## src/rtl/ddr3_cmd_pkg.sv

```systemverilog
// Shared definitions for the DDR3 command arbiter: default command-field
// widths, arbiter FSM encodings and the command word layout.
package ddr3_cmd_pkg;

  localparam int COL_BITS_DEF  = 10;
  localparam int ROW_BITS_DEF  = 13;
  localparam int BANK_BITS_DEF = 3;
  localparam int TID_BITS_DEF  = 4;

  typedef enum logic [1:0] {
    ST_IDLE    = 2'd0,
    ST_LOCK_WR = 2'd1,
    ST_LOCK_RD = 2'd2
  } arb_state_e;

  // Command word layout, MSB first: {write, last, tid, bank, row, col}
  typedef struct packed {
    logic                     write;
    logic                     last;
    logic [TID_BITS_DEF-1:0]  tid;
    logic [BANK_BITS_DEF-1:0] bank;
    logic [ROW_BITS_DEF-1:0]  row;
    logic [COL_BITS_DEF-1:0]  col;
  } cmd_t;

  // Width of a packed command word for arbitrary field widths
  function automatic int cmd_width(input int tid_w, input int bank_w,
                                   input int row_w, input int col_w);
    return 2 + tid_w + bank_w + row_w + col_w;
  endfunction

endpackage

```

## src/rtl/ddr3_cmd_arbiter_if.sv

```systemverilog
// Request and command buses of the DDR3 command arbiter.
// Handshakes: a request (wrreq/rdreq) is consumed in the cycle its ack is
// high, the requester holds req and payload until then. A command transfers
// in the cycle cmd_valid_o & cmd_ready_i; payload is stable while valid waits.
interface ddr3_cmd_arbiter_if
  import ddr3_cmd_pkg::*;
#(
  parameter int ADDRS        = 32,
  parameter int MEM_ID_WIDTH = TID_BITS_DEF,
  parameter int COL_BITS     = COL_BITS_DEF,
  parameter int ROW_BITS     = ROW_BITS_DEF,
  parameter int BANK_BITS    = BANK_BITS_DEF
);
  logic                    mem_wrreq_i;
  logic                    mem_wrack_o;
  logic                    mem_wrerr_o;
  logic                    mem_wrlst_i;
  logic [MEM_ID_WIDTH-1:0] mem_wrtid_i;
  logic [ADDRS-1:0]        mem_wradr_i;
  logic                    mem_rdreq_i;
  logic                    mem_rdack_o;
  logic                    mem_rderr_o;
  logic                    mem_rdlst_i;
  logic [MEM_ID_WIDTH-1:0] mem_rdtid_i;
  logic [ADDRS-1:0]        mem_rdadr_i;
  logic                    cmd_valid_o;
  logic                    cmd_ready_i;
  logic                    cmd_write_o;
  logic                    cmd_last_o;
  logic [MEM_ID_WIDTH-1:0] cmd_tid_o;
  logic [BANK_BITS-1:0]    cmd_bank_o;
  logic [ROW_BITS-1:0]     cmd_row_o;
  logic [COL_BITS-1:0]     cmd_col_o;
  logic                    cmd_hit_o;

  // Arbiter side
  modport slave (
    input  mem_wrreq_i, mem_wrlst_i, mem_wrtid_i, mem_wradr_i,
    input  mem_rdreq_i, mem_rdlst_i, mem_rdtid_i, mem_rdadr_i,
    output mem_wrack_o, mem_wrerr_o, mem_rdack_o, mem_rderr_o,
    output cmd_valid_o, cmd_write_o, cmd_last_o, cmd_tid_o,
    output cmd_bank_o, cmd_row_o, cmd_col_o, cmd_hit_o,
    input  cmd_ready_i
  );

  // Front-end / command FSM side
  modport master (
    output mem_wrreq_i, mem_wrlst_i, mem_wrtid_i, mem_wradr_i,
    output mem_rdreq_i, mem_rdlst_i, mem_rdtid_i, mem_rdadr_i,
    input  mem_wrack_o, mem_wrerr_o, mem_rdack_o, mem_rderr_o,
    input  cmd_valid_o, cmd_write_o, cmd_last_o, cmd_tid_o,
    input  cmd_bank_o, cmd_row_o, cmd_col_o, cmd_hit_o,
    output cmd_ready_i
  );
endinterface

```

## src/rtl/ddr3_addr_decode.sv

```systemverilog
// Splits a byte address into DDR3 column/bank/row and flags addresses that
// have bits set above the mapped range.
module ddr3_addr_decode #(
  parameter int ADDRS     = 32,
  parameter int BBITS     = 2,
  parameter int COL_BITS  = 10,
  parameter int ROW_BITS  = 13,
  parameter int BANK_BITS = 3
) (
  input  logic [ADDRS-1:0]     adr_i,
  output logic [COL_BITS-1:0]  col_o,
  output logic [BANK_BITS-1:0] bank_o,
  output logic [ROW_BITS-1:0]  row_o,
  output logic                 oor_o
);
  localparam int MAP_BITS = BBITS + COL_BITS + BANK_BITS + ROW_BITS;

  assign col_o  = adr_i[BBITS +: COL_BITS];
  assign bank_o = adr_i[BBITS+COL_BITS +: BANK_BITS];
  assign row_o  = adr_i[BBITS+COL_BITS+BANK_BITS +: ROW_BITS];

  generate
    if (ADDRS > MAP_BITS) begin : g_range
      assign oor_o = |adr_i[ADDRS-1:MAP_BITS];
    end else begin : g_norange
      assign oor_o = 1'b0;
    end
    // Byte-offset bits do not reach the DRAM address
    if (BBITS > 0) begin : g_lsb
      logic unused_lsb;
      assign unused_lsb = ^adr_i[BBITS-1:0];
    end
  endgenerate
endmodule

```

## src/rtl/ddr3_cmd_arbiter.sv

```systemverilog
// Read/write request arbiter feeding the DDR3 command FSM. Reads have
// priority until a pending write has been bypassed WR_MAX_WAIT times; a
// multi-request sequence (lst=0) locks the grant to its direction.
// Optional feature: DDR3_ARB_PAGE_HINT_EN builds a per-bank open-row table
// driving cmd_hit_o; without it cmd_hit_o is 0.
module ddr3_cmd_arbiter
  import ddr3_cmd_pkg::*;
#(
  parameter int ADDRS        = 32,
  parameter int WIDTH        = 32,
  parameter int MEM_ID_WIDTH = TID_BITS_DEF,
  parameter int COL_BITS     = COL_BITS_DEF,
  parameter int ROW_BITS     = ROW_BITS_DEF,
  parameter int BANK_BITS    = BANK_BITS_DEF,
  parameter int WR_MAX_WAIT  = 8,
  localparam int WW          = $clog2(WR_MAX_WAIT + 1)
) (
  input  logic                 clock,
  input  logic                 reset,
  ddr3_cmd_arbiter_if.slave    bus,
  output arb_state_e           dbg_state_o,
  output logic [WW-1:0]        dbg_wr_wait_o
);
  localparam int BBITS = $clog2(WIDTH / 8);
  localparam int CMD_W = cmd_width(MEM_ID_WIDTH, BANK_BITS, ROW_BITS, COL_BITS);

  logic [COL_BITS-1:0]  wr_col, rd_col;
  logic [BANK_BITS-1:0] wr_bank, rd_bank;
  logic [ROW_BITS-1:0]  wr_row, rd_row;
  logic                 wr_oor, rd_oor;

  arb_state_e    state_q;
  logic [WW-1:0] wr_wait_q, wr_wait_d;
  logic          valid_q;
  logic [CMD_W-1:0] cmd_q, cmd_d;
  logic          grant_wr, grant_rd, load_en;
  logic          wr_ack, rd_ack, ld, acc_lst;

  ddr3_addr_decode #(
    .ADDRS(ADDRS), .BBITS(BBITS), .COL_BITS(COL_BITS),
    .ROW_BITS(ROW_BITS), .BANK_BITS(BANK_BITS)
  ) u_wr_dec (
    .adr_i(bus.mem_wradr_i), .col_o(wr_col), .bank_o(wr_bank),
    .row_o(wr_row), .oor_o(wr_oor)
  );

  ddr3_addr_decode #(
    .ADDRS(ADDRS), .BBITS(BBITS), .COL_BITS(COL_BITS),
    .ROW_BITS(ROW_BITS), .BANK_BITS(BANK_BITS)
  ) u_rd_dec (
    .adr_i(bus.mem_rdadr_i), .col_o(rd_col), .bank_o(rd_bank),
    .row_o(rd_row), .oor_o(rd_oor)
  );

  // Pick the direction to serve this cycle
  always_comb begin
    grant_wr = 1'b0;
    grant_rd = 1'b0;
    case (state_q)
      ST_LOCK_WR: grant_wr = bus.mem_wrreq_i;
      ST_LOCK_RD: grant_rd = bus.mem_rdreq_i;
      default: begin
        if (bus.mem_rdreq_i && (wr_wait_q < WW'(WR_MAX_WAIT))) grant_rd = 1'b1;
        else if (bus.mem_wrreq_i)                               grant_wr = 1'b1;
        else                                                    grant_rd = bus.mem_rdreq_i;
      end
    endcase
  end

  // The output slot can take a new command when empty or draining now
  assign load_en = !valid_q || bus.cmd_ready_i;
  assign wr_ack  = grant_wr && load_en;
  assign rd_ack  = grant_rd && load_en;
  assign ld      = (wr_ack && !wr_oor) || (rd_ack && !rd_oor);
  assign acc_lst = grant_wr ? bus.mem_wrlst_i : bus.mem_rdlst_i;
  assign cmd_d   = grant_wr ? {1'b1, bus.mem_wrlst_i, bus.mem_wrtid_i, wr_bank, wr_row, wr_col}
                            : {1'b0, bus.mem_rdlst_i, bus.mem_rdtid_i, rd_bank, rd_row, rd_col};

  assign bus.mem_wrack_o = wr_ack;
  assign bus.mem_wrerr_o = wr_ack && wr_oor;
  assign bus.mem_rdack_o = rd_ack;
  assign bus.mem_rderr_o = rd_ack && rd_oor;

  // Count how long a pending write has been bypassed, saturating
  always_comb begin
    wr_wait_d = wr_wait_q;
    if (!bus.mem_wrreq_i || wr_ack)         wr_wait_d = '0;
    else if (wr_wait_q < WW'(WR_MAX_WAIT))  wr_wait_d = wr_wait_q + 1'b1;
  end

  // Sequence lock FSM: only accepted (in-range) requests move it
  always_ff @(posedge clock or posedge reset) begin
    if (reset) begin
      state_q <= ST_IDLE;
    end else begin
      case (state_q)
        ST_IDLE: if (ld && !acc_lst) state_q <= grant_wr ? ST_LOCK_WR : ST_LOCK_RD;
        ST_LOCK_WR, ST_LOCK_RD: if (ld && acc_lst) state_q <= ST_IDLE;
        default: state_q <= ST_IDLE;
      endcase
    end
  end

  // Write-starvation counter
  always_ff @(posedge clock or posedge reset) begin
    if (reset) wr_wait_q <= '0;
    else       wr_wait_q <= wr_wait_d;
  end

  // Single-entry command register
  always_ff @(posedge clock or posedge reset) begin
    if (reset) begin
      valid_q <= 1'b0;
      cmd_q   <= '0;
    end else if (ld) begin
      valid_q <= 1'b1;
      cmd_q   <= cmd_d;
    end else if (bus.cmd_ready_i) begin
      valid_q <= 1'b0;
    end
  end

  assign bus.cmd_valid_o = valid_q;
  assign {bus.cmd_write_o, bus.cmd_last_o, bus.cmd_tid_o,
          bus.cmd_bank_o, bus.cmd_row_o, bus.cmd_col_o} = cmd_q;

`ifdef DDR3_ARB_PAGE_HINT_EN
  logic [BANK_BITS-1:0]  ld_bank;
  logic [ROW_BITS-1:0]   ld_row;
  logic [ROW_BITS-1:0]   open_row_q [2**BANK_BITS];
  logic [2**BANK_BITS-1:0] open_vld_q;
  logic                  hit_q;

  assign ld_row  = cmd_d[COL_BITS +: ROW_BITS];
  assign ld_bank = cmd_d[COL_BITS+ROW_BITS +: BANK_BITS];

  // Open-row table: compare against the old entry, then record the new row
  always_ff @(posedge clock or posedge reset) begin
    if (reset) begin
      open_vld_q <= '0;
      hit_q      <= 1'b0;
      for (int b = 0; b < 2**BANK_BITS; b++) open_row_q[b] <= '0;
    end else if (ld) begin
      hit_q               <= open_vld_q[ld_bank] && (open_row_q[ld_bank] == ld_row);
      open_vld_q[ld_bank] <= 1'b1;
      open_row_q[ld_bank] <= ld_row;
    end
  end

  assign bus.cmd_hit_o = hit_q;
`else
  assign bus.cmd_hit_o = 1'b0;
`endif

  assign dbg_state_o   = state_q;
  assign dbg_wr_wait_o = wr_wait_q;
endmodule

```

## src/flat_wrapper.sv

```systemverilog
// flat-port wrapper written by rule: the top's interface ports become plain ports
module ddr3_cmd_arbiter_flat import ddr3_cmd_pkg::*;
#(
  parameter int ADDRS        = 32,
  parameter int WIDTH        = 32,
  parameter int MEM_ID_WIDTH = TID_BITS_DEF,
  parameter int COL_BITS     = COL_BITS_DEF,
  parameter int ROW_BITS     = ROW_BITS_DEF,
  parameter int BANK_BITS    = BANK_BITS_DEF,
  parameter int WR_MAX_WAIT  = 8,
  localparam int WW          = $clog2(WR_MAX_WAIT + 1)
)
  (clock, reset, dbg_state_o, dbg_wr_wait_o, bus_mem_wrreq_i, bus_mem_wrlst_i, bus_mem_wrtid_i, bus_mem_wradr_i, bus_mem_rdreq_i, bus_mem_rdlst_i, bus_mem_rdtid_i, bus_mem_rdadr_i, bus_mem_wrack_o, bus_mem_wrerr_o, bus_mem_rdack_o, bus_mem_rderr_o, bus_cmd_valid_o, bus_cmd_write_o, bus_cmd_last_o, bus_cmd_tid_o, bus_cmd_bank_o, bus_cmd_row_o, bus_cmd_col_o, bus_cmd_hit_o, bus_cmd_ready_i);
  ddr3_cmd_arbiter_if #(.ADDRS(ADDRS), .MEM_ID_WIDTH(MEM_ID_WIDTH), .COL_BITS(COL_BITS), .ROW_BITS(ROW_BITS), .BANK_BITS(BANK_BITS)) bus_i ();
  input  logic clock;
  input  logic reset;
  output arb_state_e dbg_state_o;
  output logic [WW-1:0] dbg_wr_wait_o;
  input wire logic [$bits(bus_i.mem_wrreq_i)-1:0] bus_mem_wrreq_i;
  input wire logic [$bits(bus_i.mem_wrlst_i)-1:0] bus_mem_wrlst_i;
  input wire logic [$bits(bus_i.mem_wrtid_i)-1:0] bus_mem_wrtid_i;
  input wire logic [$bits(bus_i.mem_wradr_i)-1:0] bus_mem_wradr_i;
  input wire logic [$bits(bus_i.mem_rdreq_i)-1:0] bus_mem_rdreq_i;
  input wire logic [$bits(bus_i.mem_rdlst_i)-1:0] bus_mem_rdlst_i;
  input wire logic [$bits(bus_i.mem_rdtid_i)-1:0] bus_mem_rdtid_i;
  input wire logic [$bits(bus_i.mem_rdadr_i)-1:0] bus_mem_rdadr_i;
  output wire logic [$bits(bus_i.mem_wrack_o)-1:0] bus_mem_wrack_o;
  output wire logic [$bits(bus_i.mem_wrerr_o)-1:0] bus_mem_wrerr_o;
  output wire logic [$bits(bus_i.mem_rdack_o)-1:0] bus_mem_rdack_o;
  output wire logic [$bits(bus_i.mem_rderr_o)-1:0] bus_mem_rderr_o;
  output wire logic [$bits(bus_i.cmd_valid_o)-1:0] bus_cmd_valid_o;
  output wire logic [$bits(bus_i.cmd_write_o)-1:0] bus_cmd_write_o;
  output wire logic [$bits(bus_i.cmd_last_o)-1:0] bus_cmd_last_o;
  output wire logic [$bits(bus_i.cmd_tid_o)-1:0] bus_cmd_tid_o;
  output wire logic [$bits(bus_i.cmd_bank_o)-1:0] bus_cmd_bank_o;
  output wire logic [$bits(bus_i.cmd_row_o)-1:0] bus_cmd_row_o;
  output wire logic [$bits(bus_i.cmd_col_o)-1:0] bus_cmd_col_o;
  output wire logic [$bits(bus_i.cmd_hit_o)-1:0] bus_cmd_hit_o;
  input wire logic [$bits(bus_i.cmd_ready_i)-1:0] bus_cmd_ready_i;
  assign bus_i.mem_wrreq_i = bus_mem_wrreq_i;
  assign bus_i.mem_wrlst_i = bus_mem_wrlst_i;
  assign bus_i.mem_wrtid_i = bus_mem_wrtid_i;
  assign bus_i.mem_wradr_i = bus_mem_wradr_i;
  assign bus_i.mem_rdreq_i = bus_mem_rdreq_i;
  assign bus_i.mem_rdlst_i = bus_mem_rdlst_i;
  assign bus_i.mem_rdtid_i = bus_mem_rdtid_i;
  assign bus_i.mem_rdadr_i = bus_mem_rdadr_i;
  assign bus_mem_wrack_o = bus_i.mem_wrack_o;
  assign bus_mem_wrerr_o = bus_i.mem_wrerr_o;
  assign bus_mem_rdack_o = bus_i.mem_rdack_o;
  assign bus_mem_rderr_o = bus_i.mem_rderr_o;
  assign bus_cmd_valid_o = bus_i.cmd_valid_o;
  assign bus_cmd_write_o = bus_i.cmd_write_o;
  assign bus_cmd_last_o = bus_i.cmd_last_o;
  assign bus_cmd_tid_o = bus_i.cmd_tid_o;
  assign bus_cmd_bank_o = bus_i.cmd_bank_o;
  assign bus_cmd_row_o = bus_i.cmd_row_o;
  assign bus_cmd_col_o = bus_i.cmd_col_o;
  assign bus_cmd_hit_o = bus_i.cmd_hit_o;
  assign bus_i.cmd_ready_i = bus_cmd_ready_i;
  ddr3_cmd_arbiter #(.ADDRS(ADDRS), .WIDTH(WIDTH), .MEM_ID_WIDTH(MEM_ID_WIDTH), .COL_BITS(COL_BITS), .ROW_BITS(ROW_BITS), .BANK_BITS(BANK_BITS), .WR_MAX_WAIT(WR_MAX_WAIT)) u_core (.clock(clock), .reset(reset), .bus(bus_i), .dbg_state_o(dbg_state_o), .dbg_wr_wait_o(dbg_wr_wait_o));
endmodule
```

## config.mk

```make
export PLATFORM = sky130hd
export DESIGN_NAME = ddr3_cmd_arbiter_flat
export DESIGN_NICKNAME = d
export VERILOG_FILES = /design/src/rtl/ddr3_cmd_pkg.sv /design/src/rtl/ddr3_cmd_arbiter_if.sv /design/src/rtl/ddr3_addr_decode.sv /design/src/rtl/ddr3_cmd_arbiter.sv /design/src/flat_wrapper.sv
export SDC_FILE = /design/constraint.sdc
export NUM_CORES = 1
export LEC_CHECK = 0
export ABC_AREA = 1
export BUFFER_PORTS_ARGS = -buffer_cell sky130_fd_sc_hd__buf_2
export CAP_MARGIN = 20
export CORE_MARGIN = 3
export CORE_UTILIZATION = 46
export DETAILED_ROUTE_END_ITERATION = 12
export GPL_TIMING_DRIVEN = 0
export PLACE_DENSITY = 0.85
export SLEW_MARGIN = 5
export SYNTH_ARGS = -nofsm -noshare
export SYNTH_HDL_FRONTEND = slang
export SYNTH_SLANG_ARGS = --single-unit
```

## constraint.sdc

```tcl
create_clock -name clock -period 4.9 [get_ports clock]
set_input_delay 0.49 -clock clock [delete_from_list [all_inputs] [get_ports clock]]
set_output_delay 0.49 -clock clock [all_outputs]
set_load 0.005 [all_outputs]
```

## After elaboration in Yosys (flattened, before gate mapping)

Index checks and enable logic that the tools add are counted.

| operators by class | value |
|---|---|
| add/sub/neg operators | 1 |
| $lt $le $gt $ge | 1 |
| equality and inequality tests | 4 |
| mux-type cells | 16 |
| reduce and logical (&&, ||, !) cells | 24 |

Operators by type and width:

| cell | count |
|---|---|
| $mux W32 | 1 |
| $logic_and A1 B1 Y1 | 9 |
| $mux W4 | 2 |
| $reduce_or A4 Y1 | 2 |
| $mux W1 | 7 |
| $mux W2 | 3 |
| $logic_not A1 Y1 | 5 |
| $add A4 B1 Y4 const B | 1 |
| $lt A4 B4 Y1 const B | 1 |
| $ne A2 B1 Y1 const B | 2 |
| $pmux W1 S2 | 2 |
| $pmux W2 S2 | 1 |
| $reduce_bool A2 Y1 | 2 |
| $logic_or A1 B1 Y1 | 3 |
| $eq A2 B1 Y1 const B | 1 |
| $eq A2 B2 Y1 const B | 1 |
| $logic_not A2 Y1 | 1 |
| $reduce_and A2 Y1 | 1 |
| $reduce_or A2 Y1 | 1 |

| word-level totals | value |
|---|---|
| bits in registers | 39 |
| word-level logic and storage cells | 50 |

## Depth between registers and ports, before layout

Gate-level depths: netlist (run 1).

| depth | value |
|---|---|
| depth in word-level cells | 10 |
| gate-level depth with buffers | 13 |
| gate-level depth less buffers | 13 |

## Cells and area by module

Synthesis (run 1) repeated with hierarchy kept, for this count alone.

| second synthesis, totals | value |
|---|---|
| cell total of the unflattened synthesis | 305 |
| area, all modules | 2359.8 µm² |

By module, submodules not included:

| module | instances | cells each | area an instance (µm²) | seq. area each (µm²) |
|---|---|---|---|---|
| ddr3_cmd_arbiter | 1 | 247 | 1946.9 | 975.9 |
| ddr3_addr_decode | 2 | 29 | 206.4 | 0.0 |

## Worst setup path after synthesis (run 1)

Ideal clock, no wire load.

| timing | value |
|---|---|
| path type | register -> output |
| start | register u_core.state_q[0] (netlist: u_core.dbg_state_o[0]) |
| end | output bus_mem_wrerr_o |
| data arrival time | 1.330 ns |
| required time | 4.410 ns |
| slack | 3.080 ns |
| cell stages (with the launch flop) | 8 |
| cell sequence | dfrtp_1 -> inv_1 -> ha_1 -> nand2_1 -> nand2_2 -> nor2_8 -> nand2_1 -> nor2_1 |

| on the way | value |
|---|---|
| word-level cells in the longest chain between the ends | 4 |
| elaborated cells between the ends (all ways) | 5 |
| those cells by class | eq/ne: 2; mux: 1; reduce/logical: 2 |

Ends and longest elaborated chain:

| element | RTL line | source |
|---|---|---|
| start, declared | ddr3_cmd_arbiter.sv:32 | `arb_state_e state_q;` |
| start signal, assigned | ddr3_cmd_arbiter.sv:97 | `ST_IDLE: if (ld && !acc_lst) state_q <= grant_wr ? ST_LOCK_WR : ST_LOCK_RD;` |
| $eq A2 B2 Y1 / $eq A2 B1 Y1 (equally long branches) | ddr3_cmd_arbiter.sv:59 | `case (state_q)` |
| $pmux W1 S2 (*) | ddr3_cmd_arbiter.sv:59 |  |
| $logic_and A1 B1 Y1 (*) | ddr3_cmd_arbiter.sv:72 | `assign wr_ack = grant_wr && load_en;` |
| $logic_and A1 B1 Y1 (*) | ddr3_cmd_arbiter.sv:80 | `assign bus.mem_wrerr_o = wr_ack && wr_oor;` |
| end, declared | flat_wrapper.sv:28 | `output wire logic [$bits(bus_i.mem_wrerr_o)-1:0] bus_mem_wrerr_o;` |

Every way passes the cells marked *; elsewhere a longest branch is shown, timed or not.

## Worst setup path after layout (run 1)

Ends and elaborated chain as after synthesis.

==> results of run 1 <==
[kinds of logic (layout without fill, tap and decap cells)]
kind of cell	Yosys count	in the layout	synth area share, %
fa+ha+maj	4	4	2.54
other cells	1	1	0.191
flops	39	39	49.6
buf+inv	27	152	6.10
simple gates	144	144	30.0
compound gates	38	38	11.6
[cell type report]
class | instances | share of cell area [%]
clock buffer | 6 | 2.69
sequential | 39 | 36.1
inverter | 14 | 1.95
buffer | 13 | 2.50
multi-input combinational | 187 | 32.3
tap | 50 | 2.32
clock inverter | 2 | 0.463
timing repair buffer | 117 | 21.7
[registers in the layout, indices dropped and copies added, names as in the netlist]
register	cells
u_core.dbg_wr_wait_o	4
u_core.dbg_state_o	2
u_core.cmd_q	32
u_core.bus.cmd_valid_o	1
[critical path, delay by kind of cell, from the launching register on]
kind / cells / cell delay, ns
simple gates: 5 / 0.57
flops: 1 / 0.40
fa+ha+maj: 1 / 0.38
buf+inv: 2 / 0.19
[worst max path at each step]
stage | end | cells past startpoint | from | slack [ns]
after floorplan | bus_mem_wrerr_o | 7 | u_core.dbg_state_o[0] | 3.08
after global placement | bus_mem_wrerr_o | 8 | u_core.dbg_state_o[0] | 2.92
after detailed placement | bus_mem_wrerr_o | 8 | u_core.dbg_state_o[0] | 2.87
after CTS | bus_mem_wrerr_o | 8 | u_core.dbg_state_o[0] | 2.54
after global routing | bus_mem_wrerr_o | 8 | u_core.dbg_state_o[0] | 2.38
final | bus_mem_wrerr_o | 8 | u_core.dbg_state_o[0] | 2.58
[placed cells by master, fill, tap and decap left out, types with 2 or more instances in the layout]
| master | Yosys | routed |
|---|---|---|
| a21oi_1 | 5 | 5 |
| a31oi_1 | 30 | 30 |
| buf_2 | 3 | 120 |
| buf_4 | 4 | 4 |
| clkbuf_1 | 6 | 7 |
| clkbuf_8 | 0 | 5 |
| dfrtp_1 | 39 | 39 |
| ha_1 | 4 | 4 |
| inv_1 | 11 | 10 |
| inv_2 | 3 | 4 |
| nand2_1 | 90 | 90 |
| nand2_2 | 3 | 3 |
| nand3_1 | 6 | 6 |
| nor2_1 | 38 | 38 |
| o21ai_0 | 2 | 2 |
| or2_2 | 2 | 2 |
[cells in the mapped netlist]
cell type  count  area, µm²
conb_1         1       3.75
buf_2          3       15.0
a31oi_1       30        188
a21oi_1        5       25.0
inv_2          3       11.3
ha_1           4       50.1
nand3_1        6       30.0
dfrtp_1       39        976
nand3_2        1       10.0
inv_1         11       41.3
nand2_1       90        338
and2_1         1       6.26
or2_2          2       12.5
o21ai_1        1       5.00
clkbuf_1       6       22.5
o21ai_0        2       10.0
and2_0         1       6.26
nor2_2         1       6.26
nor2_1        38        143
nor2_8         1       20.0
nand2_2        3       18.8
buf_4          4       30.0
[power groups by stage]
stage               clock network, mW  logic (mW)  registers, mW
floorplan                           0       0.411          0.568
global placement                    0       0.698          0.553
detailed placement                  0       0.722          0.558
CTS                             0.217       0.724          0.552
global route                    0.231       0.812          0.569
finish                          0.212       0.711          0.552
[layer usage]
metal,wire (µm),track usage [%],vias to the layer above,part of all wire [%]
met3,374,5.05,4,7.3
met5,0,0,-,0
li1,-,-,1061,-
met2,2680,38.0,78,53
met4,32,4.18,0,0.63
met1,2010,23.9,951,39
==> out/metrics.json, run 1 <==
{
  "status": {
    "outcome": "complete, no violations"
  },
  "floorplan": {
    "die_w_um": 71.4,
    "die_area_um2": 5100,
    "core-area_um2": 4060,
    "chipHeight_um": 71.4,
    "starting_density_of_the_core_pct": 48.5,
    "i_o_pin_count": 123,
    "placementRows": 23
  },
  "power_and_ir_drop": {
    "share_clk_of_total_power_pct": 14.4,
    "total_switching_power_uw": 596,
    "power.switching_fraction_pct": 40.4,
    "p_int_uw": 879,
    "worst_ir_drop_vdd_mv": 0.303,
    "p_total_mw": 1.47,
    "relative_contribution_of_sequential_cells_to_total_power_pct": 37.4,
    "leakage_power_of_the_design_nw": 1.47,
    "power_density_nw_per_um2": 546,
    "part_of_the_power_in_combinational_logic_pct": 48.2
  },
  "route": {
    "route.detailed.drc": 0,
    "avgRoutedWirePerCell_um": 11.9,
    "first_iter_violations": 99,
    "dr.pass1.iters": 5,
    "postRouteAntennaNets": 0,
    "finalWirelength_um": 5100,
    "detail_route.vias_per_cell": 4.89,
    "route.vias.total": 2094
  },
  "sta": {
    "final.min_clock_period_ns": 2.32,
    "report.final.slew_viol_count": 0,
    "finalClockSkew_ns": 0.00400,
    "max_freq_mhz": 430,
    "final_critical_path_setup_slack_ns": 2.58,
    "timing.final.setup_violations": 0,
    "tns_ns": 0,
    "final.hold.worst_slack_ns": 0.355,
    "timing_worst_slew_pin_value_ns": 0.800,
    "finalHoldViolCount": 0,
    "maxSlewHeadroom_pct": 46.6,
    "tcrit_tclk_final_pct": 47.4,
    "setup_repair_after_global_routing_missed_its_margin": "false"
  },
  "synth": {
    "syn_nets": 336,
    "post_synth.cell_area_avg_um2": 7.78,
    "cells_after_synth": 253,
    "synthDistinctLibCells": 22,
    "synth-seq-cells": 39,
    "synth-warning-count": 0,
    "synth.yosys.seq_area_share_pct": 49.6,
    "syn_std_cell_area_um2": 1970
  },
  "critical_path": {
    "worstPathCellList": "inv_1 > ha_1 > nand2_1 > nand2_2 > nor2_8 > nand2_1 > nor2_1 > buf_2",
    "reg2reg_depth": 8,
    "end_kind": "output pin",
    "ff2ff_setup_slack_ns": 2.90,
    "setup.worst_path.class": "register to output pin",
    "critical_path.slowest_cell": "dfrtp_1",
    "critPathRequiredTime_ns": 4.41,
    "cp_common_cell": "nand2_1",
    "cp-start-kind": "register",
    "critical_path_arrival_ns": 1.83,
    "r2r-end": "u_core.cmd_q[25]",
    "maximum_fanout_count_along_the_critical_path": 8,
    "critPathMaxStageDelay_ns": 0.40,
    "timing.rr.start": "u_core.dbg_state_o[0]"
  },
  "placed_design": {
    "place.detailed.instances": 420,
    "buffer_ports.inserted": 117,
    "dpl_cell_area_um2": 2620,
    "post_placement_setup_slack_ns": 2.87,
    "gp_congestion": 0.805,
    "hpwl_um": 3890
  },
  "clock_network": {
    "max-clock-path-buffers": 2,
    "clk_root_buffer_cell": "clkbuf_8",
    "post_cts_hold_fix_bufs": 0,
    "clk-insertion-delay-late_ns": 0.29,
    "cts.reportedPaths.clkPinSlew_ns": 0.07,
    "cts-buffers-inserted": 5,
    "post_cts_buffers": 0,
    "cts.htree.levels": 2,
    "post_cts_resized": 0,
    "cts_tree": "yes",
    "cts.sink_count": 39
  },
  "global_route": {
    "grt_pass1_wl_um": 8560,
    "grt_pass1_vias": 1977,
    "initial_antenna_violation_count": 0,
    "grt_max_degree": 40,
    "grt_remaining_overflow": 0,
    "grtUsageTotal_pct": 20.5
  },
  "finish": {
    "multi_input_logic_area_um2": 872,
    "fraction_of_layout_instances_using_a_drive_strength_above_1_pct": 37.8,
    "layout.nets": 460,
    "area.sequential_um2": 976,
    "n_antenna_cell": 0,
    "final_cells": 428,
    "fin_util_pct": 66.6,
    "fillCellCount": 371,
    "final_design_area_no_fill_um2": 2700,
    "area.growth.synth_to_final_pct": 37.3
  },
  "run": {
    "cap_viol_max_count": 0
  },
  "hold_path": {
    "hp-class": "input pin to async pin"
  }
}
Note: power is estimated with default switching activity, not from simulation.
==> run 2: changes to the inputs <==
ABC_AREA = 0   (was 1)
CORE_UTILIZATION = 38   (was 46)
PLACE_DENSITY = 0.76   (was 0.85)
clock period = 2 ns   (was 4.9 ns; I/O delays follow)
==> run 2 against run 1 <==
Effect of this change:
- largest power group unchanged
- critical endpoint unchanged
- the run now ends with negative setup slack left
- final cell count grew 0.23%
- highest routed layer unchanged
- sequential share of layout area shrank 2.2 points
- clock-buffer cell count unchanged
==> out/metrics.json, run 2 <==
{
  "status": {
    "outcome": "complete, but fails checks",
    "violations": "negative setup slack"
  },
  "synth": {
    "cells_after_synth": {"value": 227, "change": "-10%"},
    "synth-warning-count": {"value": 0, "change": "unchanged"},
    "synth_flop_cell": "dfrtp_1",
    "synthMostInstantiatedCell": "nand2_1",
    "synthDistinctLibCells": {"value": 27, "change": "+23%"},
    "synth.top_cell.area_share": {"value": 50.4, "unit": "%", "change": "+0.83 points"},
    "synth.yosys.seq_area_share": {"value": 50.4, "unit": "%", "change": "+0.83 points"},
    "synth.area.mux_share": {"value": 1.03, "unit": "%", "change": "+1.0 points"},
    "fraction_of_synthesis_flops_using_an_asynchronous_set_or_reset_pin": {"value": 100, "unit": "%", "change": "unchanged"},
    "synth-seq-cells": {"value": 39, "change": "unchanged"},
    "synth_fa_ha_area_share": {"value": 2.59, "unit": "%", "change": "+0.043 points"},
    "syn_nets": {"value": 310, "change": "-7.7%"},
    "share_of_synthesized_cell_area_in_and_or_nand_and_nor_gates": {"value": 24.8, "unit": "%", "change": "-5.2 points"},
    "synth_commonest_cells": "65 x nand2_1, 40 x nor2_1, 39 x dfrtp_1, 31 x a31oi_1, 6 x clkbuf_1",
    "synth_top_family_by_area": "simple AND/OR/NAND/NOR gates",
    "netlist_top_cells_area": "dfrtp_1 50%, nand2_1 13%, a31oi_1 10%",
    "synth-edff-count": {"value": 0, "change": "unchanged"},
    "complex_gate_fraction_of_the_synthesized_area": {"value": 14.3, "unit": "%", "change": "+2.7 points"},
    "post-synth-top-area-cell": "dfrtp_1",
    "syn_std_cell_area": {"value": 1940, "unit": "µm²", "change": "-1.7%"},
    "post_synth_xor_xnor_area": {"value": 0.905, "unit": "%", "change": "+0.90 points"},
    "post_synth.cell_area_avg": {"value": 8.53, "unit": "µm²", "change": "+9.6%"}
  },
  "placed_design": {
    "gp_congestion": {"value": 0.804, "change": "-0.19%"},
    "buffer_ports.inserted": {"value": 117, "change": "unchanged"},
    "hpwl": {"value": 4000, "unit": "µm", "change": "+2.8%"},
    "dpl_cell_area": {"value": 2640, "unit": "µm²", "change": "+0.81%"}
  },
  "sta": {
    "maxSlewHeadroom": {"value": 47.4, "unit": "%", "change": "+0.80 points"},
    "setup_repair_after_global_routing_missed_its_margin": "true",
    "finalHoldViolCount": {"value": 0, "change": "unchanged"},
    "tcrit_tclk_final_pct": 101,
    "final.min_clock_period_ns": 2.01,
    "final.hold.worst_slack": {"value": 0.0622, "unit": "ns", "change": "-0.293 ns"},
    "report.final.slew_viol_count": {"value": 0, "change": "unchanged"},
    "final_critical_path_setup_slack": {"value": -0.0109, "unit": "ns", "change": "-2.59 ns"},
    "timing.final.setup_violations": {"value": 2, "change": "+2"},
    "max_freq_mhz": 497,
    "timing_worst_slew_pin_value": {"value": 0.788, "unit": "ns", "change": "-0.0120 ns"},
    "tns": {"value": -0.0148, "unit": "ns", "change": "-0.0148 ns"},
    "finalClockSkew": {"value": 0.00348, "unit": "ns", "change": "-0.000522 ns"}
  },
  "power_and_ir_drop": {
    "leakage_power_of_the_design": {"value": 1.48, "unit": "nW", "change": "+0.23%"},
    "part_of_the_power_in_combinational_logic": {"value": 46.0, "unit": "%", "change": "-2.2 points"},
    "power_density": {"value": 1190, "unit": "nW/µm²", "change": "+120%"},
    "p_int": {"value": 2.22, "unit": "mW", "change": "+150%"},
    "share_clk_of_total_power": {"value": 15.2, "unit": "%", "change": "+0.8 points"},
    "total_switching_power": {"value": 1.20, "unit": "mW", "change": "+100%"},
    "power.switching_fraction": {"value": 35.0, "unit": "%", "change": "-5.4 points"},
    "p_total": {"value": 3.42, "unit": "mW", "change": "+130%"},
    "relative_contribution_of_sequential_cells_to_total_power": {"value": 38.8, "unit": "%", "change": "+1.4 points"},
    "worst_ir_drop_vdd": {"value": 0.545, "unit": "mV", "change": "+80%"}
  },
  "route": {
    "route.detailed.drc": {"value": 0, "change": "unchanged"},
    "dr.pass1.iters": {"value": 4, "change": "-1"},
    "finalWirelength": {"value": 5370, "unit": "µm", "change": "+5.4%"},
    "route.vias.total": {"value": 2092, "change": "-0.096%"},
    "detail_route.vias_per_cell": {"value": 4.88, "change": "-0.33%"},
    "postRouteAntennaNets": {"value": 0, "change": "unchanged"},
    "avgRoutedWirePerCell": {"value": 12.5, "unit": "µm", "change": "+5.2%"},
    "first_iter_violations": {"value": 96, "change": "-3.0%"}
  },
  "clock_network": {
    "cts.sink_count": {"value": 39, "change": "unchanged"},
    "cts_tree": "yes",
    "cts-buffers-inserted": {"value": 5, "change": "unchanged"},
    "cts.reportedPaths.clkPinSlew": {"value": 0.07, "unit": "ns", "change": "about the same"},
    "clk-insertion-delay-late": {"value": 0.28, "unit": "ns", "change": "about the same"},
    "cts.htree.levels": {"value": 2, "change": "unchanged"},
    "clk_root_buffer_cell": "clkbuf_8",
    "max-clock-path-buffers": {"value": 2, "change": "unchanged"}
  },
  "critical_path": {
    "end_kind": "output pin",
    "critPathMaxStageDelay": {"value": 0.41, "unit": "ns", "change": "about the same"},
    "cp-start-kind": "register",
    "reg2reg_depth": {"value": 8, "change": "unchanged"},
    "ff2ff_setup_slack": {"value": 0, "unit": "ns", "change": "-2.90 ns"},
    "critical_path.slowest_cell": "dfrtp_1",
    "worstPathCellList": "inv_2 > ha_4 > o311ai_4 > buf_6 > clkbuf_16 > nor3_1 > buf_2",
    "setup.worst_path.class": "register to output pin",
    "critical_path_arrival": {"value": 1.81, "unit": "ns", "change": "-0.02 ns"},
    "critPathRequiredTime": {"value": 1.80, "unit": "ns", "change": "-2.61 ns"},
    "r2r-end": "u_core.dbg_state_o[0]",
    "maximum_fanout_count_along_the_critical_path": {"value": 5, "change": "-3"},
    "timing.rr.start": "u_core.dbg_state_o[0]"
  },
  "hold_path": {
    "hp-class": "input pin to async pin"
  },
  "finish": {
    "registers.top_by_ff_count": "u_core.cmd_q",
    "fin_util": {"value": 59.7, "unit": "%", "change": "-6.8 points"},
    "fillCellCount": {"value": 471, "change": "+27%"},
    "fraction_of_layout_instances_using_a_drive_strength_above_1": {"value": 44.2, "unit": "%", "change": "+6.4 points"},
    "area.growth.synth_to_final_pct": 48.7,
    "mostFrequentLayoutCells": "117 x buf_2, 65 x nand2_1, 40 x nor2_1, 39 x dfrtp_1, 31 x a31oi_1",
    "n_antenna_cell": {"value": 0, "change": "unchanged"},
    "layout.cells.most_common": "buf_2",
    "final_design_area_no_fill": {"value": 2880, "unit": "µm²", "change": "+6.5%"},
    "layout.nets": {"value": 445, "change": "-3.3%"},
    "largest_reg_flops": {"value": 32, "change": "unchanged"}
  },
  "floorplan": {
    "placementRows": {"value": 25, "change": "+8.7%"},
    "die_w": {"value": 77.4, "unit": "µm", "change": "+8.3%"},
    "chipHeight": {"value": 77.4, "unit": "µm", "change": "+8.3%"},
    "die_area": {"value": 5990, "unit": "µm²", "change": "+17%"},
    "i_o_pin_count": {"value": 123, "change": "unchanged"},
    "starting_density_of_the_core": {"value": 40.2, "unit": "%", "change": "-8.3 points"},
    "core-area": {"value": 4820, "unit": "µm²", "change": "+19%"}
  },
  "global_route": {
    "initial_antenna_violation_count": {"value": 0, "change": "unchanged"},
    "grt_pass1_vias": {"value": 1981, "change": "+0.20%"},
    "grt_remaining_overflow": {"value": 0, "change": "unchanged"},
    "grt_pass1_wl": {"value": 8980, "unit": "µm", "change": "+4.8%"},
    "grt_max_degree": {"value": 40, "change": "unchanged"},
    "grtUsageTotal": {"value": 18.4, "unit": "%", "change": "-2.1 points"}
  },
  "run": {
    "cap_viol_max_count": {"value": 0, "change": "unchanged"}
  }
}
run 2: cell count changes after synthesis, moves of 3 or more:
| cell | before | now |
|---|---|---|
| nand2_1 | 90 | 65 |
| inv_1 | 11 | 5 |
| nand3_1 | 6 | 0 |
| o211ai_1 | 0 | 5 |
| a21oi_1 | 5 | 1 |
| buf_6 | 0 | 3 |
| inv_2 | 3 | 0 |
| nand2_2 | 3 | 0 |
| nand2b_1 | 0 | 3 |
| nor2b_1 | 0 | 3 |
run 2: cell families (layout without fill, tap and decap cells):
logic type	after synthesis	count (layout)
DFF	39	39
other	1	1
and+or+nand+nor	118	118
muxes	2	2
AOI/OAI and AO/OA	41	41
xor gates and xnor gates	2	2
buffers and inverters	20	155
adders and majority gates	4	4
run 2: worst max-delay path, delay by kind of cell (launching register included):
family | cells | cell delay [ns]
adders and majority gates | 1 | 0.27
DFF | 1 | 0.41
AOI/OAI and AO/OA | 1 | 0.29
and+or+nand+nor | 1 | 0.04
buffers and inverters | 4 | 0.51
run 2: how the worst max path moves through the flow:
| stage | endpoint | from | depth (start not counted) |
|---|---|---|---|
| finish | bus_mem_wrerr_o | u_core.dbg_state_o[0] | 7 |
| global route | u_core.dbg_state_o[1] | u_core.dbg_state_o[0] | 8 |
| CTS | u_core.dbg_state_o[1] | u_core.dbg_state_o[1] | 8 |
| detailed placement | bus_mem_wrerr_o | u_core.dbg_state_o[0] | 7 |
| global placement | bus_mem_wrerr_o | u_core.dbg_state_o[0] | 7 |
| floorplan | u_core.dbg_state_o[0] | u_core.dbg_state_o[0] | 7 |
run 2: final cells by class:
class | instances | area (µm²) | share of cell area (%)
clock buffers | 6 | 82.6 | 2.87
repair buffers | 128 | 676 | 23.5
flip-flops and latches | 39 | 976 | 33.9
plain buffers | 15 | 136 | 4.74
clock inverters | 1 | 5.00 | 0.174
well taps | 67 | 83.8 | 2.91
multi-input cells | 168 | 900 | 31.3
inverters | 5 | 18.8 | 0.652
run 2: routing by layer:
| metal | up-vias | part of all wire, % | global-route usage (%) | wire [µm] |
|---|---|---|---|---|
| li1 | 1028 | - | - | - |
| met1 | 977 | 42 | 22.6 | 2280 |
| met2 | 82 | 50 | 32.3 | 2680 |
| met3 | 5 | 7.0 | 4.52 | 375 |
| met4 | 0 | 0.65 | 4.27 | 35 |
| met5 | - | 0 | 0 | 0 |
run 2: stage by stage:
step                setup WS, ns  instances
finish                   -0.0109        429
global route              -0.102        429
CTS                     0.000155        428
detailed placement        -0.195        411
global placement          -0.180        411
floorplan                 0.0685        227
run 2: repair_timing:
action | in CTS | in global routing
hold buffers | 0 | 0
setup buffers | 10 | 1
setup endpoints to repair | 37 | 37
gates resized for setup | 13 | 13
pin swaps | 3 | 7
run 2: power groups by stage:
stage	sequential [mW]	clock, mW	combinational (mW)
floorplan	1.38	0	0.736
global placement	1.33	0	1.37
detailed placement	1.34	0	1.41
CTS	1.32	0.536	1.58
global route	1.38	0.577	1.76
finish	1.33	0.521	1.57
==> run 3: changes to the inputs <==
PLACE_DENSITY = not set   (was 0.76)
PLACE_DENSITY_LB_ADDON = 0.15   (was not set)
==> run 3 against run 2 <==
Effect of this change:
- the flow now finishes without violations
- clock-buffer cell count is 1 higher
- clock skew hardly changed
- critical path depth stayed put
- non-clock buffer count is 1 higher
- sequential power hardly changed
- routed wire length is 5.2% higher
- critical endpoint unchanged
- first-iteration DRC count is 17% lower
- combinational power hardly changed
- fmax is 0.93% higher
- global-route usage is 0.50 points higher
- critical path type unchanged
- sequential cell count stayed put
==> out/metrics.json, run 3 (synthesis results as in run 2) <==
{
  "power_and_ir_drop": {
    "total_switching_power": {"value": 1.24, "unit": "mW", "change": "+3.7%"},
    "p_int": {"value": 2.28, "unit": "mW", "change": "+2.8%"},
    "share_clk_of_total_power": {"value": 16.9, "unit": "%", "change": "+1.7 points"},
    "leakage_power_of_the_design": {"value": 1.49, "unit": "nW", "change": "+1.3%"},
    "relative_contribution_of_sequential_cells_to_total_power": {"value": 37.7, "unit": "%", "change": "-1.1 points"},
    "part_of_the_power_in_combinational_logic": {"value": 45.4, "unit": "%", "change": "-0.6 points"},
    "power_density": {"value": 1200, "unit": "nW/µm²", "change": "+1.3%"},
    "worst_ir_drop_vdd": {"value": 0.641, "unit": "mV", "change": "+17%"},
    "power.switching_fraction": {"value": 35.2, "unit": "%", "change": "+0.20 points"}
  },
  "sta": {
    "report.final.slew_viol_count": {"value": 0, "change": "unchanged"},
    "maxSlewHeadroom": {"value": 45.1, "unit": "%", "change": "-2.3 points"},
    "tcrit_tclk_final": {"value": 99.6, "unit": "%", "change": "-0.93 points"},
    "timing.final.setup_violations": {"value": 0, "change": "-2"},
    "setup_repair_after_global_routing_missed_its_margin": "true",
    "finalHoldViolCount": {"value": 0, "change": "unchanged"},
    "tns": {"value": 0, "unit": "ns", "change": "+0.0148 ns"},
    "max_freq": {"value": 502, "unit": "MHz", "change": "+0.93%"},
    "final.min_clock_period": {"value": 1.99, "unit": "ns", "change": "-0.0186 ns"},
    "final_critical_path_setup_slack": {"value": 0.00768, "unit": "ns", "change": "+0.0186 ns"},
    "timing_worst_slew_pin_value": {"value": 0.822, "unit": "ns", "change": "+0.0345 ns"},
    "finalClockSkew": {"value": 0.00352, "unit": "ns", "change": "+0.0000358 ns"}
  },
  "route": {
    "finalWirelength": {"value": 5650, "unit": "µm", "change": "+5.2%"},
    "route.detailed.drc": {"value": 0, "change": "unchanged"},
    "first_iter_violations": {"value": 80, "change": "-17%"},
    "route.vias.total": {"value": 2042, "change": "-2.4%"},
    "postRouteAntennaNets": {"value": 0, "change": "unchanged"},
    "avgRoutedWirePerCell": {"value": 13.1, "unit": "µm", "change": "+4.7%"},
    "detail_route.vias_per_cell": {"value": 4.74, "change": "-2.8%"},
    "dr.pass1.iters": {"value": 4, "change": "unchanged"}
  },
  "critical_path": {
    "critPathRequiredTime": {"value": 1.80, "unit": "ns", "change": "about the same"},
    "r2r-end": "u_core.dbg_state_o[1]",
    "worstPathCellList": "inv_2 > ha_4 > o311ai_4 > buf_6 > clkbuf_16 > nor3_2 > buf_2",
    "setup.worst_path.end": "bus_mem_wrerr_o",
    "timing.rr.start": "u_core.dbg_state_o[0]",
    "end_kind": "output pin",
    "cp-start-kind": "register",
    "setup.worst_path.class": "register to output pin",
    "ff2ff_setup_slack": {"value": 0.03, "unit": "ns", "change": "+0.03 ns"},
    "critical_path.slowest_cell": "dfrtp_1",
    "critical_path.startpoint": "u_core.dbg_state_o[0]",
    "reg2reg_depth": {"value": 8, "change": "unchanged"},
    "critical_path_arrival": {"value": 1.79, "unit": "ns", "change": "-0.02 ns"},
    "maximum_fanout_count_along_the_critical_path": {"value": 5, "change": "unchanged"},
    "critPathMaxStageDelay": {"value": 0.39, "unit": "ns", "change": "-0.02 ns"}
  },
  "global_route": {
    "grtUsageTotal": {"value": 18.9, "unit": "%", "change": "+0.50 points"},
    "initial_antenna_violation_count": {"value": 0, "change": "unchanged"},
    "grt_pass1_wl": {"value": 9000, "unit": "µm", "change": "+0.23%"},
    "grt_pass1_vias": {"value": 1928, "change": "-2.7%"},
    "grt_max_degree": {"value": 40, "change": "unchanged"},
    "grt_remaining_overflow": {"value": 0, "change": "unchanged"}
  },
  "clock_network": {
    "cts_tree": "yes",
    "cts.reportedPaths.clkPinSlew": {"value": 0.08, "unit": "ns", "change": "about the same"},
    "cts.sink_count": {"value": 39, "change": "unchanged"},
    "cts.htree.levels": {"value": 2, "change": "unchanged"},
    "clk-insertion-delay-late": {"value": 0.29, "unit": "ns", "change": "about the same"},
    "cts-buffers-inserted": {"value": 5, "change": "unchanged"},
    "clk_root_buffer_cell": "clkbuf_8",
    "post_cts_hold_fix_bufs": {"value": 0, "change": "unchanged"},
    "max-clock-path-buffers": {"value": 2, "change": "unchanged"}
  },
  "finish": {
    "largest_reg_flops": {"value": 32, "change": "unchanged"},
    "layout.nets": {"value": 446, "change": "+0.22%"},
    "area.growth.synth_to_final_pct": 51.3,
    "fraction_of_layout_instances_using_a_drive_strength_above_1": {"value": 45.3, "unit": "%", "change": "+1.1 points"},
    "fillCellCount": {"value": 460, "change": "-2.3%"},
    "n_antenna_cell": {"value": 0, "change": "unchanged"},
    "layout.cells.most_common": "buf_2",
    "mostFrequentLayoutCells": "119 x buf_2, 65 x nand2_1, 39 x dfrtp_1, 38 x nor2_1, 31 x a31oi_1",
    "registers.top_by_ff_count": "u_core.cmd_q"
  },
  "placed_design": {
    "buffer_ports.inserted": {"value": 117, "change": "unchanged"},
    "gp_congestion": {"value": 0.787, "change": "-2.0%"},
    "hpwl": {"value": 4060, "unit": "µm", "change": "+1.4%"},
    "post_placement_setup_slack": {"value": -0.209, "unit": "ns", "change": "-0.0143 ns"}
  },
  "floorplan": {
    "i_o_pin_count": {"value": 123, "change": "unchanged"},
    "starting_density_of_the_core": {"value": 40.2, "unit": "%", "change": "unchanged"},
    "chipHeight": {"value": 77.4, "unit": "µm", "change": "unchanged"},
    "die_area": {"value": 5990, "unit": "µm²", "change": "unchanged"},
    "core-area": {"value": 4820, "unit": "µm²", "change": "unchanged"},
    "die_w": {"value": 77.4, "unit": "µm", "change": "unchanged"},
    "placementRows": {"value": 25, "change": "unchanged"}
  },
  "run": {
    "cap_viol_max_count": {"value": 0, "change": "unchanged"}
  },
  "hold_path": {
    "hp-class": "input pin to async pin"
  },
  "status": {
    "outcome": "complete, no violations"
  }
}
==> run 3: how the worst min path moves through the flow <==
| stage | from | end | slack [ns] |
|---|---|---|---|
| finish | reset | u_core.cmd_q[11] | 0.07 |
| global placement | bus_mem_wradr_i[26] | u_core.cmd_q[21] | 0.45 |
| detailed placement | reset | u_core.cmd_q[19] | 0.42 |
| global route | reset | u_core.cmd_q[13] | 0.14 |
| floorplan | bus_mem_wrtid_i[2] | u_core.cmd_q[28] | 0.35 |
| CTS | reset | u_core.cmd_q[19] | 0.09 |
==> run 3: power by group through the flow <==
stage	Clock [mW]	Sequential, mW	Combinational (mW)
final	0.596	1.33	1.60
after global routing	0.644	1.37	1.80
after CTS	0.611	1.33	1.58
after detailed placement	0	1.35	1.41
after global placement	0	1.34	1.38
after floorplan	0	1.38	0.736
==> run 3: layout make-up <==
| type | count | area (µm²) | share of cell area (%) |
|---|---|---|---|
| Clock inverter | 1 | 7.51 | 0.256 |
| Inverter | 5 | 18.8 | 0.641 |
| Multi-Input combinational cell | 168 | 910 | 31.1 |
| Clock buffer | 7 | 96.3 | 3.29 |
| Timing Repair Buffer | 129 | 688 | 23.5 |
| Sequential cell | 39 | 976 | 33.3 |
| Tap cell | 67 | 83.8 | 2.86 |
| Buffer | 15 | 148 | 5.04 |
==> run 3: per-layer routing <==
| layer | share of wire [%] | track usage (%) |
|---|---|---|
| met1 | 43 | 24.2 |
| met2 | 48 | 31.8 |
| met3 | 6.7 | 4.06 |
| met4 | 1.3 | 5.87 |
| met5 | 0 | 0 |
==> run 3: metrics by stage <==
stage	utilization, %	instances	power, mW	area [µm²]	hold WS, ns
2_1_floorplan	-	227	2.11	1970	0.348
3_3_place_gp	54.8	411	2.71	2640	0.452
3_5_place_dp	54.8	411	2.75	2640	0.415
4_1_cts	59.6	427	3.52	2870	0.0935
5_1_grt	60.8	431	3.81	2930	0.142
6_report	60.8	431	3.53	2930	0.0671
==> run 3: timing repair <==
| action | 4_1_cts | 5_1_grt |
|---|---|---|
| pin swaps | 2 | 8 |
| endpoints found under the setup margin | 37 | 37 |
| buffers inserted | 8 | 4 |
| gates resized for setup | 17 | 16 |
==> run 3: worst max-delay path, delay by kind of cell, from the launching register on <==
kind | cells | cell delay (ns)
AOI/OAI and AO/OA | 1 | 0.29
adders and majority gates | 1 | 0.27
buffers and inverters | 4 | 0.52
DFF | 1 | 0.39
and+or+nand+nor | 1 | 0.03
